===== config.mk =====
export PLATFORM = sky130hd
export DESIGN_NAME = snd_n163_arb
export DESIGN_NICKNAME = d
export VERILOG_FILES = /design/src/rtl/snd_n163_arb.sv
export SDC_FILE = /design/constraint.sdc
export NUM_CORES = 1
export LEC_CHECK = 0
export CORE_MARGIN = 2
export CORE_UTILIZATION = 42
export DETAILED_ROUTE_END_ITERATION = 8
export PLACE_DENSITY = 0.84
export SETUP_SLACK_MARGIN = 0.2
export SLEW_MARGIN = 20
export SYNTH_ARGS = -nofsm -noshare
export SYNTH_HDL_FRONTEND = slang
export SYNTH_SLANG_ARGS = --single-unit

===== constraint.sdc =====
create_clock -name m2 -period 2.85 [get_ports m2]
set_input_delay 0.855 -clock m2 [delete_from_list [all_inputs] [get_ports m2]]
set_output_delay 0.855 -clock m2 [all_outputs]
set_load 0.01 [all_outputs]

===== src/rtl/snd_n163_arb.sv =====
// N163-style wave RAM arbiter: CPU address/data ports with auto-increment and prefetch,
// a two-deep posted write queue, and an engine port with starvation-bounded access.
module snd_n163_arb #(
    parameter int DATA_W = 8
) (
    input  logic              m2,
    input  logic              map_rst,
    input  logic [15:0]       cpu_addr,
    input  logic [DATA_W-1:0] cpu_data,
    input  logic              cpu_rw,
    output logic [DATA_W-1:0] cpu_dout,
    input  logic              eng_req,
    input  logic              eng_we,
    input  logic [6:0]        eng_addr,
    input  logic [DATA_W-1:0] eng_wdat,
    output logic              eng_gnt,
    output logic [DATA_W-1:0] eng_rdat,
    output logic              eng_rvalid,
    output logic [6:0]        ram_addr,
    output logic              ram_we,
    output logic [DATA_W-1:0] ram_wdat,
    input  logic [DATA_W-1:0] ram_rdat,
    output logic [6:0]        addr_reg,
    output logic              auto_inc
);

    typedef enum logic [1:0] {SLOT_IDLE, SLOT_WR, SLOT_PF, SLOT_ENG} slot_t;

    slot_t             slot;
    logic              data_sel, addr_sel, addr_wr, data_wr, data_acc;
    logic              push, pop;
    logic [1:0]        fifo_cnt;
    logic [6:0]        fifo_addr [2];
    logic [DATA_W-1:0] fifo_dat [2];
    logic              wr_idx;
    logic [1:0]        starve_cnt;
    logic              pf_pend;
    logic [DATA_W-1:0] pf_latch;
    logic              pf_vld_p1, eng_vld_p1;
    logic [6:0]        last_addr;
    logic [DATA_W-1:0] last_wdat;
    logic              unused_addr_bits;

    assign data_sel = (cpu_addr[15:11] == 5'b01001);
    assign addr_sel = (cpu_addr[15:11] == 5'b11111);
    assign addr_wr  = !map_rst && addr_sel && !cpu_rw;
    assign data_wr  = !map_rst && data_sel && !cpu_rw;
    assign data_acc = !map_rst && data_sel;
    assign unused_addr_bits = ^cpu_addr[10:0];

    assign push   = data_wr;
    assign pop    = (slot == SLOT_WR);
    assign wr_idx = fifo_cnt[0] ^ pop;

    // A full queue must drain first so a same-cycle push can never overflow it
    always_comb begin
        slot = SLOT_IDLE;
        if (map_rst)
            slot = SLOT_IDLE;
        else if (fifo_cnt == 2'd2)
            slot = SLOT_WR;
        else if (eng_req && starve_cnt == 2'd3)
            slot = SLOT_ENG;
        else if (fifo_cnt != 2'd0)
            slot = SLOT_WR;
        else if (pf_pend)
            slot = SLOT_PF;
        else if (eng_req)
            slot = SLOT_ENG;
    end

    always_comb begin
        ram_addr = last_addr;
        ram_wdat = last_wdat;
        ram_we   = 1'b0;
        eng_gnt  = 1'b0;
        case (slot)
            SLOT_WR: begin
                ram_addr = fifo_addr[0];
                ram_wdat = fifo_dat[0];
                ram_we   = 1'b1;
            end
            SLOT_PF:  ram_addr = addr_reg;
            SLOT_ENG: begin
                ram_addr = eng_addr;
                ram_wdat = eng_wdat;
                ram_we   = eng_we;
                eng_gnt  = 1'b1;
            end
            default: ;
        endcase
        if (map_rst) begin
            ram_addr = '0;
            ram_wdat = '0;
        end
    end

    assign cpu_dout   = map_rst ? '0 : pf_latch;
    assign eng_rvalid = eng_vld_p1 && !map_rst;
    assign eng_rdat   = ram_rdat;

    always_ff @(negedge m2) begin
        if (map_rst) begin
            addr_reg   <= '0;
            auto_inc   <= 1'b0;
            fifo_cnt   <= 2'd0;
            starve_cnt <= 2'd0;
            pf_pend    <= 1'b1;
            pf_latch   <= '0;
            pf_vld_p1  <= 1'b0;
            eng_vld_p1 <= 1'b0;
            last_addr  <= '0;
            last_wdat  <= '0;
        end else begin
            if (addr_wr) begin
                addr_reg <= cpu_data[6:0];
                auto_inc <= cpu_data[7];
            end else if (data_acc && auto_inc) begin
                addr_reg <= addr_reg + 7'd1;
            end

            // A pointer move or access during a PF slot makes that fetch stale
            if (addr_wr || data_acc)
                pf_pend <= 1'b1;
            else if (slot == SLOT_PF)
                pf_pend <= 1'b0;

            if (!eng_req || eng_gnt)
                starve_cnt <= 2'd0;
            else if (starve_cnt != 2'd3)
                starve_cnt <= starve_cnt + 2'd1;

            case ({push, pop})
                2'b10:   fifo_cnt <= fifo_cnt + 2'd1;
                2'b01:   fifo_cnt <= fifo_cnt - 2'd1;
                default: fifo_cnt <= fifo_cnt;
            endcase

            if (slot != SLOT_IDLE) begin
                last_addr <= ram_addr;
                last_wdat <= ram_wdat;
            end

            // Stage p1: RAM read data returns one cycle after its slot
            pf_vld_p1  <= (slot == SLOT_PF);
            eng_vld_p1 <= eng_gnt && !eng_we;
            if (pf_vld_p1)
                pf_latch <= ram_rdat;
        end
    end

    always_ff @(negedge m2) begin
        if (pop) begin
            fifo_addr[0] <= fifo_addr[1];
            fifo_dat[0]  <= fifo_dat[1];
        end
        if (push) begin
            fifo_addr[wr_idx] <= addr_reg;
            fifo_dat[wr_idx]  <= cpu_data;
        end
    end

endmodule


* After elaboration in Yosys (flattened, before gate mapping)
Memories as Yosys holds them, arrays and structs flattened. Index checks and enable logic that the tools add are counted.
Word-level totals: register bits after elaboration 38, latch bits 0, bits in writable memories 30, bits in read-only memories 0, input bits 52, output and inout port bits 42, word-level logic and storage cells 67, memories kept 2
Operators by class: add/sub/neg operators 4, multipliers 0, divide/modulo/power cells 0, order comparisons 0, equality and inequality tests 10, shift operators 0, muxes and demuxes 20, bitwise operators 1, reductions and logical operators 20
Memory list:
- fifo_dat | words 2, bits a word 8, read ports 2, clocked after Yosys merged registers in 0, wr ports 2, line 34 | logic [DATA_W-1:0] fifo_dat [2];
- fifo_addr | words 2, bits a word 7, read ports 2, clocked after Yosys merged registers in 0, wr ports 2, line 33 | logic [6:0] fifo_addr [2];
Operators by type and width (number):
- $mux 7 | 3
- $pmux 7 s3 | 1
- $mux 8 | 2
- $pmux 8 s2 | 1
- $mux 2 | 6
- $eq 2x2->1 const B | 5
- $logic_and 1x1->1 | 8
- $reduce_bool 2->1 | 4
- $add 7x1->7 const B | 1
- $eq 5x4->1 const B | 1
- $eq 5x5->1 const B | 1
- $mux 1 | 5
- $add 2x1->2 const B | 2
- $eq 2x1->1 const B | 2
- $logic_not 1->1 | 4
- $pmux 2 s2 | 1
- $reduce_or 2->1 | 2
- $logic_or 1x1->1 | 2
- $ne 2x2->1 const B | 1
- $pmux 1 s2 | 1
- $sub 2x1->2 const B | 1
- $xor 1x1->1 | 1

* Depth between registers and ports, before layout
word-level depth 10, mapped depth 7, mapped depth without buffers 7

==> reports/metrics.yaml <==
status: "finished with violations"
failed_checks: "negative setup slack"
final_common_cell: "buf_6"
slew_headroom_pct: 50.97
hold_violations: 0
crit_arrival_ns: 3.67
num_vias: 4185
end_kind: "output pin"
path_cells: "ha_4, nand3_4, o31ai_4, buf_6, buf_6, buf_12, mux2i_4, o22ai_2, buf_2"
grt_pass1_vias: 3988
clockBufferDepth: 2
final_cell_mix: "buf_6 (76), inv_1 (71), buf_4 (59)"
rr_worst_depth: 6
io_buffers: 82
clock_skew_ns: 0.06478
hp-class: "reg2reg"
worstPathMaxFanout: 7
dr_wl_met2_mm: 9.361
synth.avg_cell_area_um2: 11.27
drt_first_pass_iters: 5
clock_latency_ns: 0.48
seq_area_um2: 1700
path_delay_family: "buffers and inverters"
drv_cap: 0
largest_register_ff_count: 16
cts_root_buf: "clkbuf_8"
path_clk_slew_ns: 0.08
worst_path_most_repeated_cell: "buf_6"
vdd_ir_drop_max_v: 0.0005210
place_hpwl_mm: 6.212
cp_slowest_cell: "dfxtp_2"
synth-seq-cells: 68
multiInputGateArea_um2: 2283
gp_congestion: 0.7865
worstHoldEndpoint: "pf_latch[2]$_SDFFE_NP0P_"
synthDistinctLibCells: 44
rsz0062_at_grt: "yes"
fillers: 172
cts.sinks: 68
yosys.area.top_type: "edfxtp_1"
wl_met1_mm: 6.313
met3_length_mm: 2.188
required_ns: 2.00
pin_count: 94
r2r_start: "addr_reg[0]$_SDFFE_NP0P_"
num_rows: 31
grt_max_degree: 18
dpl_cell_area_um2: 4892
track_usage_pct: 36.31
start_util_pct: 43.27
synthCells: 277
synth_area_um2: 3122
drc: 0
avgRoutedWirePerCell_um: 30.59
cts_made_buffers: 9
final_max_slew_viol_count: 0
yosys_warnings: 0
tightest_slew_ns: 0.7338
coreArea_um2: 7214
die_y_um: 90.22
rr_endpoint: "addr_reg[6]$_SDFFE_NP0P_"
postRouteAntennaNets: 0
synth_area_leaders: "edfxtp_1 (29%), dfxtp_1 (24%), mux2i_1 (9.9%)"
async_flop_share_pct: 0
die_w_um: 90.22
whs_path_depth: 2
yosysSeqAreaShare_pct: 53.23
power_density_nw_per_um2: 491.8
routed_wirelength_mm: 19.89
hold_slack_ns: 0.5280
worstHoldStart: "pf_latch[2]$_SDFFE_NP0P_"
largest-register: "fifo_dat"
cts_tree: "done"
rrSetupSlack_ns: 0.56
top_layer: "met4"
synthFlopType: "dfxtp_1"
synth_top_area_share_pct: 28.86
cts_htree_levels: 3
final_cell_area_um2: 6828
start_kind: "flop"
hold_buffers: 0
syn_nets: 332
pre_cts_slack_ns: -1.526
antenna_cells: 0
drive_above_1_share_pct: 61.52
dieArea_um2: 8139
finalWorstSetupSlack_ns: -1.678
initialDrtViolationCount: 405
max_stage_delay_ns: 0.38
crit_buf_inv: 4
antenna_found_initial: 0
nNetsFinal: 601
vias_per_cell: 6.438
synth_edf_count: 30
grt.overflow.total: 0
path_class: "reg2out"
areaGrowthSynthToFinish_pct: 118.7
p_leak_nw: 2.940
finalSetupViolations: 109
grt_pass1_wl_mm: 22.25
largest_registers: "fifo_dat (16), fifo_addr (14)"
## kinds of logic after synthesis
logic type / Yosys count / share of synthesized area, %
xor+xnor: 4 / 1.122
simple gates: 71 / 12.43
compound gates: 53 / 11.58
fa+ha+maj: 3 / 1.203
flops: 68 / 53.23
mux: 46 / 15.35
buf+inv: 32 / 5.090
## report_power, final
part	switching, mW	total (mW)	internal [mW]
Combinational	0.335	0.745	0.410
Clock	1.06	1.53	0.476
Sequential	0.0361	1.08	1.05
## worst reg2reg max path, delay by kind of cell (launching register included)
kind                       cells  cell delay, ns
AOI/OAI and AO/OA              1            0.29
adders and majority gates      1            0.26
buffers and inverters          2            0.30
DFF                            1            0.37
and+or+nand+nor                2            0.95
## area by class of cell
| cell class | count | area share, % |
|---|---|---|
| multi-input cells | 179 | 33.44 |
| repair buffers | 215 | 32.77 |
| flip-flops and latches | 68 | 24.90 |
| clock inverters | 75 | 4.746 |
| clock buffers | 9 | 1.814 |
| well taps | 99 | 1.814 |
| inverters | 5 | 0.5131 |
## synth_stat cells (2+ instances only)
| cell | count |
|---|---|
| dfxtp_1 | 38 |
| mux2i_1 | 31 |
| edfxtp_1 | 30 |
| nor2_1 | 27 |
| a211oi_1 | 17 |
| o22ai_1 | 15 |
| clkbuf_1 | 11 |
| nor2b_1 | 11 |
| buf_4 | 9 |
| mux2_2 | 9 |
| nand2_1 | 8 |
| a21oi_1 | 7 |
| inv_1 | 6 |
| mux2_1 | 6 |
| buf_2 | 4 |
| nor3_1 | 4 |
| ha_1 | 3 |
| nand3_1 | 3 |
| or2_2 | 3 |
| or4_1 | 3 |
| a31oi_1 | 2 |
| buf_1 | 2 |
| nor3b_1 | 2 |
| nor4_1 | 2 |
| o211ai_1 | 2 |
| o21ai_0 | 2 |
| xnor2_1 | 2 |
| xor2_1 | 2 |
## worst max-delay path by stage
stage / cells past startpoint / to / from / slack [ns]
6_report: 9 / ram_addr[6] / starve_cnt[1]$_SDFFE_NP0P_ / -1.68
5_1_grt: 9 / ram_addr[6] / starve_cnt[1]$_SDFFE_NP0P_ / -1.77
4_1_cts: 9 / ram_addr[3] / starve_cnt[0]$_SDFFE_NP0P_ / -1.42
3_5_place_dp: 6 / addr_reg[5]$_SDFFE_NP0P_ / cpu_addr[12] / -1.53
3_3_place_gp: 8 / fifo_cnt[1]$_SDFFE_NP0P_ / cpu_addr[14] / -1.49
2_1_floorplan: 5 / fifo_dat[0][0]$_DFFE_NP_ / map_rst / -1.14
## metrics by stage
stage          total power, mW  TNS, ns  util, %  instances
2_1_floorplan            1.502   -77.79        -        277
3_3_place_gp             1.674  -138.91    67.81        486
3_5_place_dp             1.688  -142.28    67.81        486
4_1_cts                  2.865   -77.40    86.02        615
5_1_grt                  3.413   -90.23    94.64        650
6_report                 3.358   -87.67    94.64        650
## per-layer routing
layer / up-vias / global-route usage, %
met5: - / 0
met4: 0 / 21.03
met3: 205 / 12.32
met2: 457 / 63.10
met1: 1954 / 38.21
li1: 1569 / -
## what timing repair did
item | in CTS | in global routing
pin swaps | 33 | 27
setup buffers | 39 | 33
gates cloned | 7 | 2
gates resized for setup | 327 | 67
setup endpoints to repair | 133 | 113
No activity file was read; power rests on OpenSTA's default activity.
